### config.mk
export PLATFORM = sky130hd
export DESIGN_NAME = ebr_write_scheduler_flat
export DESIGN_NICKNAME = d
export VERILOG_FILES = /design/src/rtl/ebr_write_scheduler_pkg.sv /design/src/rtl/ebr_write_scheduler_if.sv /design/src/rtl/ebr_write_scheduler_slot.sv /design/src/rtl/ebr_write_scheduler.sv /design/src/flat_wrapper.sv
export SDC_FILE = /design/constraint.sdc
export NUM_CORES = 1
export LEC_CHECK = 0
export CAP_MARGIN = 20
export CORE_MARGIN = 10
export CORE_UTILIZATION = 25
export CTS_CLUSTER_DIAMETER = 30
export DETAILED_ROUTE_END_ITERATION = 7
export GPL_TIMING_DRIVEN = 1
export PLACE_DENSITY = 0.5
export RECOVER_POWER = 25
export SYNTH_ARGS = -nofsm -noshare
export SYNTH_HDL_FRONTEND = slang
export SYNTH_SLANG_ARGS = --single-unit
### constraint.sdc
create_clock -name clock -period 1.8 [get_ports clock]
set_input_delay 0.54 -clock clock [delete_from_list [all_inputs] [get_ports clock]]
set_output_delay 0.54 -clock clock [all_outputs]
set_load 0.01 [all_outputs]
### src/rtl/ebr_write_scheduler_pkg.sv
// ebr_write_scheduler_pkg: shared widths and round-robin index helper for the EBR write scheduler
package ebr_write_scheduler_pkg;
  localparam int EBR_ADDR_WIDTH = 8;
  localparam int EBR_DATA_WIDTH = 8;
  localparam int GRANT_ID_WIDTH = 2;
  function automatic int rr_index(input logic [GRANT_ID_WIDTH-1:0] base, input int k, input int n);
    return (int'(base) + k) % n;
  endfunction
endpackage

### src/rtl/ebr_write_scheduler_if.sv
// ebr_write_scheduler_if: writer-side request bus and EBR-side write port of the scheduler
//   req_start/req_wren/req_select/req_addr/req_data, overflow_clear : writers -> scheduler
//   ebr_wren/ebr_select/ebr_addr/ebr_data/ebr_grant_id, overflow, busy : scheduler -> EBR / status
interface ebr_write_scheduler_if
  import ebr_write_scheduler_pkg::*;
#(
  parameter int NUM_REQ = 2,
  parameter int ADDR_WIDTH = EBR_ADDR_WIDTH,
  parameter int DATA_WIDTH = EBR_DATA_WIDTH
);
  logic [NUM_REQ-1:0] req_start;
  logic [NUM_REQ-1:0] req_wren;
  logic [NUM_REQ-1:0] req_select;
  logic [NUM_REQ*ADDR_WIDTH-1:0] req_addr;
  logic [NUM_REQ*DATA_WIDTH-1:0] req_data;
  logic overflow_clear;
  logic ebr_wren;
  logic ebr_select;
  logic [ADDR_WIDTH-1:0] ebr_addr;
  logic [DATA_WIDTH-1:0] ebr_data;
  logic [GRANT_ID_WIDTH-1:0] ebr_grant_id;
  logic [NUM_REQ-1:0] overflow;
  logic busy;
  modport master (
    output req_start, req_wren, req_select, req_addr, req_data, overflow_clear,
    input ebr_wren, ebr_select, ebr_addr, ebr_data, ebr_grant_id, overflow, busy
  );
  modport slave (
    input req_start, req_wren, req_select, req_addr, req_data, overflow_clear,
    output ebr_wren, ebr_select, ebr_addr, ebr_data, ebr_grant_id, overflow, busy
  );
endinterface

### src/rtl/ebr_write_scheduler_slot.sv
// ebr_write_slot: one writer's 1-entry holding slot with address auto-increment and sticky overflow
//   start_i/wren_i/select_i/base_i/data_i : writer pulse and payload
//   grant_i : slot is being drained this cycle;  clear_i : clear overflow
//   pending_o/select_o/addr_o/data_o : slot contents;  overflow_o : byte was dropped
module ebr_write_slot
  import ebr_write_scheduler_pkg::*;
#(
  parameter int ADDR_WIDTH = EBR_ADDR_WIDTH,
  parameter int DATA_WIDTH = EBR_DATA_WIDTH
) (
  input  logic clock,
  input  logic reset_n,
  input  logic start_i,
  input  logic wren_i,
  input  logic select_i,
  input  logic [ADDR_WIDTH-1:0] base_i,
  input  logic [DATA_WIDTH-1:0] data_i,
  input  logic grant_i,
  input  logic clear_i,
  output logic pending_o,
  output logic select_o,
  output logic [ADDR_WIDTH-1:0] addr_o,
  output logic [DATA_WIDTH-1:0] data_o,
  output logic overflow_o
);
  logic [ADDR_WIDTH-1:0] offset_q, offset_d, off_eff, addr_q, addr_d;
  logic [DATA_WIDTH-1:0] data_q, data_d;
  logic pending_q, pending_d, select_q, select_d, overflow_q, overflow_d, accept;
  // start takes effect before a same-cycle wren, so that byte lands at offset 0
  always_comb begin
    off_eff = start_i ? '0 : offset_q;
    accept = wren_i && (!pending_q || grant_i);
    offset_d = wren_i ? off_eff + 1'b1 : off_eff;
    pending_d = accept || (pending_q && !grant_i);
    select_d = accept ? select_i : select_q;
    addr_d = accept ? base_i + off_eff : addr_q;
    data_d = accept ? data_i : data_q;
    overflow_d = (wren_i && pending_q && !grant_i) || (overflow_q && !clear_i);
  end
  always_ff @(posedge clock or negedge reset_n)
    if (!reset_n) begin
      offset_q <= '0;
      pending_q <= 1'b0;
      select_q <= 1'b0;
      addr_q <= '0;
      data_q <= '0;
      overflow_q <= 1'b0;
    end else begin
      offset_q <= offset_d;
      pending_q <= pending_d;
      select_q <= select_d;
      addr_q <= addr_d;
      data_q <= data_d;
      overflow_q <= overflow_d;
    end
  assign pending_o = pending_q;
  assign select_o = select_q;
  assign addr_o = addr_q;
  assign data_o = data_q;
  assign overflow_o = overflow_q;
endmodule

### src/rtl/ebr_write_scheduler.sv
// ebr_write_scheduler: round-robin sharing of one EBR write port among pulse-style writers
//   clock, reset_n (async active-low) : plain ports
//   bus (slave modport) : per-writer requests in, registered EBR write strobe/payload out,
//                         sticky per-writer overflow, combinational busy
module ebr_write_scheduler
  import ebr_write_scheduler_pkg::*;
#(
  parameter int NUM_REQ = 2,
  parameter int ADDR_WIDTH = EBR_ADDR_WIDTH,
  parameter int DATA_WIDTH = EBR_DATA_WIDTH
) (
  input logic clock,
  input logic reset_n,
  ebr_write_scheduler_if.slave bus
);
  logic [NUM_REQ-1:0] pend, sel, grant, ovf;
  logic [ADDR_WIDTH-1:0] s_addr [NUM_REQ];
  logic [DATA_WIDTH-1:0] s_data [NUM_REQ];
  logic [GRANT_ID_WIDTH-1:0] rr_q, gnt_id, id_q;
  logic gnt_valid, wren_q, sel_q, m_sel;
  logic [ADDR_WIDTH-1:0] addr_q, m_addr;
  logic [DATA_WIDTH-1:0] data_q, m_data;
  for (genvar g = 0; g < NUM_REQ; g++) begin : g_slot
    ebr_write_slot #(.ADDR_WIDTH(ADDR_WIDTH), .DATA_WIDTH(DATA_WIDTH)) u_slot (
      .clock(clock),
      .reset_n(reset_n),
      .start_i(bus.req_start[g]),
      .wren_i(bus.req_wren[g]),
      .select_i(bus.req_select[g]),
      .base_i(bus.req_addr[g*ADDR_WIDTH +: ADDR_WIDTH]),
      .data_i(bus.req_data[g*DATA_WIDTH +: DATA_WIDTH]),
      .grant_i(grant[g]),
      .clear_i(bus.overflow_clear),
      .pending_o(pend[g]),
      .select_o(sel[g]),
      .addr_o(s_addr[g]),
      .data_o(s_data[g]),
      .overflow_o(ovf[g])
    );
    assign grant[g] = gnt_valid && (gnt_id == GRANT_ID_WIDTH'(g));
  end
  // search starts one past the last winner so every pending writer is reached within NUM_REQ grants
  always_comb begin
    gnt_valid = 1'b0;
    gnt_id = '0;
    for (int k = 1; k <= NUM_REQ; k++)
      if (!gnt_valid && pend[rr_index(rr_q, k, NUM_REQ)]) begin
        gnt_valid = 1'b1;
        gnt_id = GRANT_ID_WIDTH'(rr_index(rr_q, k, NUM_REQ));
      end
  end
  always_comb begin
    m_sel = 1'b0;
    m_addr = '0;
    m_data = '0;
    for (int i = 0; i < NUM_REQ; i++)
      if (grant[i]) begin
        m_sel = sel[i];
        m_addr = s_addr[i];
        m_data = s_data[i];
      end
  end
  always_ff @(posedge clock or negedge reset_n)
    if (!reset_n) begin
      rr_q <= GRANT_ID_WIDTH'(NUM_REQ - 1);
      wren_q <= 1'b0;
      sel_q <= 1'b0;
      addr_q <= '0;
      data_q <= '0;
      id_q <= '0;
    end else begin
      wren_q <= gnt_valid;
      if (gnt_valid) begin
        rr_q <= gnt_id;
        sel_q <= m_sel;
        addr_q <= m_addr;
        data_q <= m_data;
        id_q <= gnt_id;
      end
    end
  assign bus.ebr_wren = wren_q;
  assign bus.ebr_select = sel_q;
  assign bus.ebr_addr = addr_q;
  assign bus.ebr_data = data_q;
  assign bus.ebr_grant_id = id_q;
  assign bus.overflow = ovf;
  assign bus.busy = |pend;
endmodule
### src/flat_wrapper.sv
// flat-port wrapper written by rule: the top's interface ports become plain ports
module ebr_write_scheduler_flat import ebr_write_scheduler_pkg::*;
#(
  parameter int NUM_REQ = 2,
  parameter int ADDR_WIDTH = EBR_ADDR_WIDTH,
  parameter int DATA_WIDTH = EBR_DATA_WIDTH
)
  (clock, reset_n, bus_req_start, bus_req_wren, bus_req_select, bus_req_addr, bus_req_data, bus_overflow_clear, bus_ebr_wren, bus_ebr_select, bus_ebr_addr, bus_ebr_data, bus_ebr_grant_id, bus_overflow, bus_busy);
  ebr_write_scheduler_if #(.NUM_REQ(NUM_REQ), .ADDR_WIDTH(ADDR_WIDTH), .DATA_WIDTH(DATA_WIDTH)) bus_i ();
  input logic clock;
  input logic reset_n;
  input wire logic [$bits(bus_i.req_start)-1:0] bus_req_start;
  input wire logic [$bits(bus_i.req_wren)-1:0] bus_req_wren;
  input wire logic [$bits(bus_i.req_select)-1:0] bus_req_select;
  input wire logic [$bits(bus_i.req_addr)-1:0] bus_req_addr;
  input wire logic [$bits(bus_i.req_data)-1:0] bus_req_data;
  input wire logic [$bits(bus_i.overflow_clear)-1:0] bus_overflow_clear;
  output wire logic [$bits(bus_i.ebr_wren)-1:0] bus_ebr_wren;
  output wire logic [$bits(bus_i.ebr_select)-1:0] bus_ebr_select;
  output wire logic [$bits(bus_i.ebr_addr)-1:0] bus_ebr_addr;
  output wire logic [$bits(bus_i.ebr_data)-1:0] bus_ebr_data;
  output wire logic [$bits(bus_i.ebr_grant_id)-1:0] bus_ebr_grant_id;
  output wire logic [$bits(bus_i.overflow)-1:0] bus_overflow;
  output wire logic [$bits(bus_i.busy)-1:0] bus_busy;
  assign bus_i.req_start = bus_req_start;
  assign bus_i.req_wren = bus_req_wren;
  assign bus_i.req_select = bus_req_select;
  assign bus_i.req_addr = bus_req_addr;
  assign bus_i.req_data = bus_req_data;
  assign bus_i.overflow_clear = bus_overflow_clear;
  assign bus_ebr_wren = bus_i.ebr_wren;
  assign bus_ebr_select = bus_i.ebr_select;
  assign bus_ebr_addr = bus_i.ebr_addr;
  assign bus_ebr_data = bus_i.ebr_data;
  assign bus_ebr_grant_id = bus_i.ebr_grant_id;
  assign bus_overflow = bus_i.overflow;
  assign bus_busy = bus_i.busy;
  ebr_write_scheduler #(.NUM_REQ(NUM_REQ), .ADDR_WIDTH(ADDR_WIDTH), .DATA_WIDTH(DATA_WIDTH)) u_core (.clock(clock), .reset_n(reset_n), .bus(bus_i));
endmodule
# Word level (Yosys, flattened, before mapping)
# Cells that the tools add are included.
[totals]
inputBits = 41
elab_cells = 76
output_inout_bits = 23
regBits = 75
[op_classes]
magnitude_cmp = 2
n_addsub = 6
n_mux = 20
n_bitwise = 2
n_reduce_logical = 27
eq_ne = 1
[op_table]
columns = ["operator", "count"]
rows = [
  ["two-way mux 8 bit", 8],
  ["adder 8 x 1 -> 8 bit (second input constant)", 2],
  ["adder 8 bit", 2],
  ["logical AND 1 bit", 13],
  ["two-way mux 1 bit", 10],
  ["zero test 1 bit", 6],
  ["logical OR 1 bit", 6],
  ["< comparator 2 x 3 -> 1 bit (second input constant)", 2],
  ["two-way mux 2 bit", 2],
  ["adder 1 bit (second input constant)", 2],
  ["bitwise AND 1 bit (first input constant)", 2],
  ["equality test 2 x 1 -> 1 bit (second input constant)", 1],
  ["zero test 2 bit", 1],
  ["OR reduction 2 bit", 1],
]

# Logic depth before layout (Yosys ltp)
[depth]
word_depth = 14
depth_mapped = 11
ltp_nobuf = 10

# By module
# A second synthesis with hierarchy kept.
[unflattened]
cells_unflattened = 419
hier_area_um2 = 4315.4
[modules_own_cells]
columns = ["mod", "n_inst", "area_each_um2", "cells_each", "seq_area_each_um2"]
rows = [
  ["ebr_write_slot", 2, 1602.8, 155, 675.6],
  ["ebr_write_scheduler", 1, 1109.8, 109, 501.7],
]

# Worst setup path after synthesis
# Ideal clock, no wire load.
[synth_path]
kind = "input to register"
from = "input port bus_req_start[1]"
to = "register u_core.g_slot[1].u_slot.addr_q[6]"
setup_time_ns = 0.135
required_time_ns = 1.665
cell_stages = 10
n_path_buf = 2
slack_ns = -0.732
arrival_time_ns = 2.397
cell_sequence = "buf_2 > buf_1 > nor2b_1 > ha_1 > ha_1 > o311ai_0 > nand4_1 > a21oi_1 > xor2_1 > o21ai_0"
[synth_via]
elab_chain_cells = 2
[synth_rtl]
columns = ["element", "line_no", "text"]
rows = [
  ["start, declared", "flat_wrapper.sv:12", "input wire logic [$bits(bus_i.req_start)-1:0] bus_req_start;"],
  ["two-way mux 8 bit", "ebr_write_scheduler_slot.sv:31", "off_eff = start_i ? '0 : offset_q;"],
  ["adder 8 bit", "ebr_write_scheduler_slot.sv:36", "addr_d = accept ? base_i + off_eff : addr_q;"],
  ["end signal, assigned", "ebr_write_scheduler_slot.sv:52", "addr_q <= addr_d;"],
  ["end, declared", "ebr_write_scheduler_slot.sv:26", "logic [ADDR_WIDTH-1:0] offset_q, offset_d, off_eff, addr_q, addr_d;"],
]
# Every way passes these cells.
# A chain may end at the register's enable or synchronous reset.

# Worst setup path after layout
[layout_path]
from = "input port bus_req_start[1]"
to = "register u_core.g_slot[1].u_slot.addr_q[7]"
# The elaborated chain is that of the path after synthesis.

==> results.txt <==
----------------------------------------------------
[Timing]
  Relative slew slack ... 47.41%
  Number of hold violations in the final report ... 0
  Period utilization ... 98.99%
  Setup-violating endpoint count in the final report ... 0
  Final Critical Period ... 1782 ps
  Post-route clock skew ... between 6 and 7 ps
  Final WS setup ... 18.20 ps
  Transition time at the pin with the least slew margin ... 788.8 ps
  Upper clock frequency limit ... 561.2 MHz
  Number of pins exceeding their max-slew limit in the final report ... 0
  Fin Setup TNS ... 0 ps
  Setup repair after global routing missed its margin ... yes

[Clock tree]
  # hold bufs at CTS ... 0
  Post-CTS clock slew at the launch and capture registers of the worst setup and hold paths ... 60 ps
  Buffer levels on the longest clock path ... 2
  H-Tree Level Count ... 3
  Skew-Pair Late Insertion Delay ... 340 ps
  TritonCTS clock tree ... yes
  Inserted Clock Buffers ... 9
  # clock sinks ... 74
  CTS Root Cell ... sky130_fd_sc_hd__clkbuf_16

[Critical path]
  Reg2Reg Capture Point ... u_core.g_slot[0].u_slot.addr_o[7]$_DFFE_PN0P_
  Arrival time at the worst endpoint ... 2000 ps
  Required arrival time at the worst endpoint ... 2020 ps
  End point of the critical path ... u_core.g_slot[1].u_slot.addr_o[7]$_DFFE_PN0P_
  Crit path launch ... bus_req_start[1]
  Register-to-register path setup slack ... between 15 and 20 ps
  Type of the setup path with the least slack ... input port to flip-flop
  Worst r2r path cells ... 8
  Crit end category ... flip-flop
  Peak fanout along the critical path ... 14
  Source of the worst register-to-register timing path ... u_core.g_slot[0].u_slot.offset_q[2]$_DFF_PN0_
  Startpoint class of the critical path ... input port

[Synth]
  Avg Cell Area, Syn ... 9.836 µm²
  Proportion of register bits with asynchronous set or reset after synthesis ... between 90% and 100%
  Top area cells in the synthesized netlist ... sky130_fd_sc_hd__dfrtp_1 (47%), sky130_fd_sc_hd__mux2_2 (6.4%), sky130_fd_sc_hd__xnor2_1 (5.4%)
  Yosys top cell area share ... about 47%
  Count of state elements after synthesis ... 74
  Number of synthesis warnings ... 0
  Number of synthesized flops with an enable pin ... 0
  Syn_nets ... 446
  Prevailing post-synth register cell ... sky130_fd_sc_hd__dfrtp_1
  Synth area leader ... sky130_fd_sc_hd__dfrtp_1
  Mapped cell area ... around 3900 µm²
  Cell variety after synth ... 47
  Post-synthesis sequential area ratio ... 47.57%
  Count of mapped cells out of synthesis ... 396

[Power and ir drop]
  Internal power ... about 4300 µW
  Portion of total power attributed to the clock network ... approximately a third
  Leakage Power ... roughly 0.0026 µW
  Cell area power density ... 1064 nW/µm²
  Switching power summed over all nets ... 1885 µW
  Peak supply drop ... about 0.0004 V
  Power share of the sequential group ... 39.3%
  Net Sw Frac ... 30.62%
  Portion of total power attributed to combinational logic ... 28.9%

[Layout]
  Number of nets in the finished design ... 566
  Share of cells above drive strength 1 ... 29.56%
  Leading cell types in the layout, fill and taps excluded ... sky130_fd_sc_hd__dfrtp_1 (73), sky130_fd_sc_hd__buf_4 (66), sky130_fd_sc_hd__nor2_1 (54)
  Post-route design area ... between 5000 and 6000 µm²
  P&R area growth vs syn ... 48.57%
  Storage element area ... roughly 1900 µm²
  Final Instance Count excl. Fillers ... 732
  Fillers ... 1541
  Combined area of the multi-input logic cells ... 2120 µm²
  Commonest non-fill, non-tap cell in the layout ... sky130_fd_sc_hd__dfrtp_1
  Number of antenna cells inserted ... 0

[GRT]
  Number of global-route vias before repair ... approximately 3400
  Wire length of the first global-routing pass ... 17.62 mm
  Number of antenna violations at the first check in global routing ... 0
  Pin count of the biggest net entering global routing ... 30
  Global-route total usage across every layer ... a little over a tenth
  Sum of overflow across all layers after global routing ... 0

[Routing]
  Via/cell ratio ... approximately 4.4
  Number of nets with antenna violations after detailed routing ... 0
  Via count ... 3210
  Number of detailed-route iterations in the first pass ... 4
  Sum of routed wire length over all layers ... 10.93 mm
  1st-iter DRT viols ... 136
  WL per Instance ... approximately 15 µm
  Total DRC errors in the routed layout ... 0

[Floorplanning]
  Die area ... 20970 µm²
  Initial Utilization ... 25.53%
  Rows ... 45
  Die extent in y ... 144.8 µm
  Die width ... approximately 140 µm
  Placeable core region ... 15260 µm²
  Ports placed on the boundary ... 64

[Run status]
  Run status ... completed

[Placed design]
  Placed wire-length estimate after detailed placement ... 7.943 mm
  Worst slack, placed ... -810.9 ps
  Cell area after placement ... roughly 5400 µm²
  Count of placed standard cells including taps ... 712
  Final estimated routing congestion in global placement ... approximately 0.79
  Buffers added on ports ... 62

[Min path]
  Worst min path class ... input port to asynchronous set/reset pin

[Run]
  Max Cap Violations ... 0

----------------------------------------------------
==> metal layers <==
metal	vias to the layer above	wire, µm	global-route usage (%)
li1	1601	-	-
met1	1546	4994	12.81
met2	48	5328	17.97
met3	15	429	3.194
met4	0	176	4.309
met5	-	0	0
==> what timing repair did <==
action                                  CTS  global route
gates cloned                              0             0
setup buffers                             4             0
gates resized for setup                  50            24
endpoints found under the setup margin   30            14
pin swaps                                20            16
==> power by group through the flow <==
stage / clock (µW) / sequential (µW) / combinational (µW)
2_1_floorplan: 0 / 2480 / 851
3_3_place_gp: 0 / 2440 / 1920
3_5_place_dp: 0 / 2460 / 1930
4_1_cts: 2010 / 2430 / 1830
5_1_grt: 2090 / 2490 / 1990
6_report: 1960 / 2420 / 1780
==> per-stage QoR <==
stage | hold WS, ps | total power [µW] | utilization [%]
6_report | 272.1 | 6156 | 37.93
5_1_grt | 335.5 | 6576 | 37.93
4_1_cts | 151.0 | 6275 | 37.34
3_5_place_dp | 476.3 | 4393 | 35.09
3_3_place_gp | 463.5 | 4359 | 35.09
2_1_floorplan | 244.4 | 3332 | -
==> Yosys cell counts (2+ instances only) <==
master and instances:
sky130_fd_sc_hd__a211oi_1 2, sky130_fd_sc_hd__and3_1 2, sky130_fd_sc_hd__o21ai_0 20, sky130_fd_sc_hd__ha_1 9
sky130_fd_sc_hd__xnor2_1 24, sky130_fd_sc_hd__o211ai_1 7, sky130_fd_sc_hd__dfrtp_1 73, sky130_fd_sc_hd__a31oi_1 4
sky130_fd_sc_hd__buf_1 4, sky130_fd_sc_hd__nand3_1 9, sky130_fd_sc_hd__and3b_1 2, sky130_fd_sc_hd__nand2_1 31
sky130_fd_sc_hd__o311ai_0 3, sky130_fd_sc_hd__maj3_2 2, sky130_fd_sc_hd__o22ai_1 16, sky130_fd_sc_hd__xor2_1 16
sky130_fd_sc_hd__buf_6 2, sky130_fd_sc_hd__nor2b_1 13, sky130_fd_sc_hd__nand4_1 4, sky130_fd_sc_hd__buf_2 3
sky130_fd_sc_hd__clkbuf_1 14, sky130_fd_sc_hd__buf_4 3, sky130_fd_sc_hd__nor2_1 54, sky130_fd_sc_hd__mux2i_1 3
sky130_fd_sc_hd__mux2_2 22, sky130_fd_sc_hd__o21a_1 3, sky130_fd_sc_hd__inv_1 13, sky130_fd_sc_hd__o221ai_1 2
sky130_fd_sc_hd__nand2b_1 2, sky130_fd_sc_hd__a21oi_1 14, sky130_fd_sc_hd__nor4bb_1 4
==> worst min-delay path by stage <==
stage                                                       start                                             to  slack, ps  depth (start not counted)
floorplan                                                 reset_n             u_core.bus.ebr_addr[0]$_DFFE_PN0P_        240                          0
global placement    u_core.g_slot[0].u_slot.addr_o[3]$_DFFE_PN0P_  u_core.g_slot[0].u_slot.addr_o[3]$_DFFE_PN0P_        460                          2
detailed placement  u_core.g_slot[0].u_slot.addr_o[3]$_DFFE_PN0P_  u_core.g_slot[0].u_slot.addr_o[3]$_DFFE_PN0P_        480                          2
CTS                                                       reset_n  u_core.g_slot[0].u_slot.data_o[4]$_DFFE_PN0P_        150                          1
global route                                              reset_n  u_core.g_slot[0].u_slot.data_o[3]$_DFFE_PN0P_        340                          1
finish                                                    reset_n  u_core.g_slot[0].u_slot.data_o[4]$_DFFE_PN0P_        270                          1
==> area by class of cell <==
| class | count | area share [%] |
|---|---|---|
| inverters | 13 | 0.8432 |
| clock buffers | 10 | 3.957 |
| flip-flops and latches | 74 | 32.02 |
| multi-input cells | 283 | 36.63 |
| repair buffers | 135 | 20.43 |
| clock inverters | 6 | 1.557 |
| well taps | 211 | 4.562 |
==> worst max-delay path: stages <==
cell and delay [ps]:
sky130_fd_sc_hd__buf_2 120, sky130_fd_sc_hd__buf_4 180, sky130_fd_sc_hd__nor2b_4 160, sky130_fd_sc_hd__ha_4 220, sky130_fd_sc_hd__and3_1 180, sky130_fd_sc_hd__or3b_4 370, sky130_fd_sc_hd__a211oi_2 170, sky130_fd_sc_hd__a211oi_2 50
==> cell families (layout without fill, tap and decap cells) <==
family,count (synthesis),after routing,share of synthesized area [%]
muxes,25,25,7.131
buffers and inverters,39,164,4.529
and+or+nand+nor,127,127,15.29
DFF,74,74,47.57
other,1,1,0.09628
xor gates and xnor gates,40,40,8.994
AOI/OAI and AO/OA,78,78,12.66
adders and majority gates,12,12,3.726
==> sequential cells by signal, indices dropped and copies added, names as in the netlist <==
| register | count |
|---|---|
| u_core.bus.ebr_wren | 1 |
| u_core.bus.ebr_select | 1 |
| u_core.g_slot.u_slot.addr_o | 16 |
| u_core.g_slot.u_slot.pending_o | 2 |
| u_core.bus.ebr_data | 8 |
| u_core.rr_q | 1 |
| u_core.g_slot.u_slot.offset_q | 16 |
| u_core.g_slot.u_slot.select_o | 2 |
| u_core.g_slot.u_slot.data_o | 16 |
| u_core.g_slot.u_slot.overflow_o | 2 |
| u_core.bus.ebr_addr | 8 |
| u_core.bus.ebr_grant_id | 1 |
No activity file was read; power rests on OpenSTA's default activity.
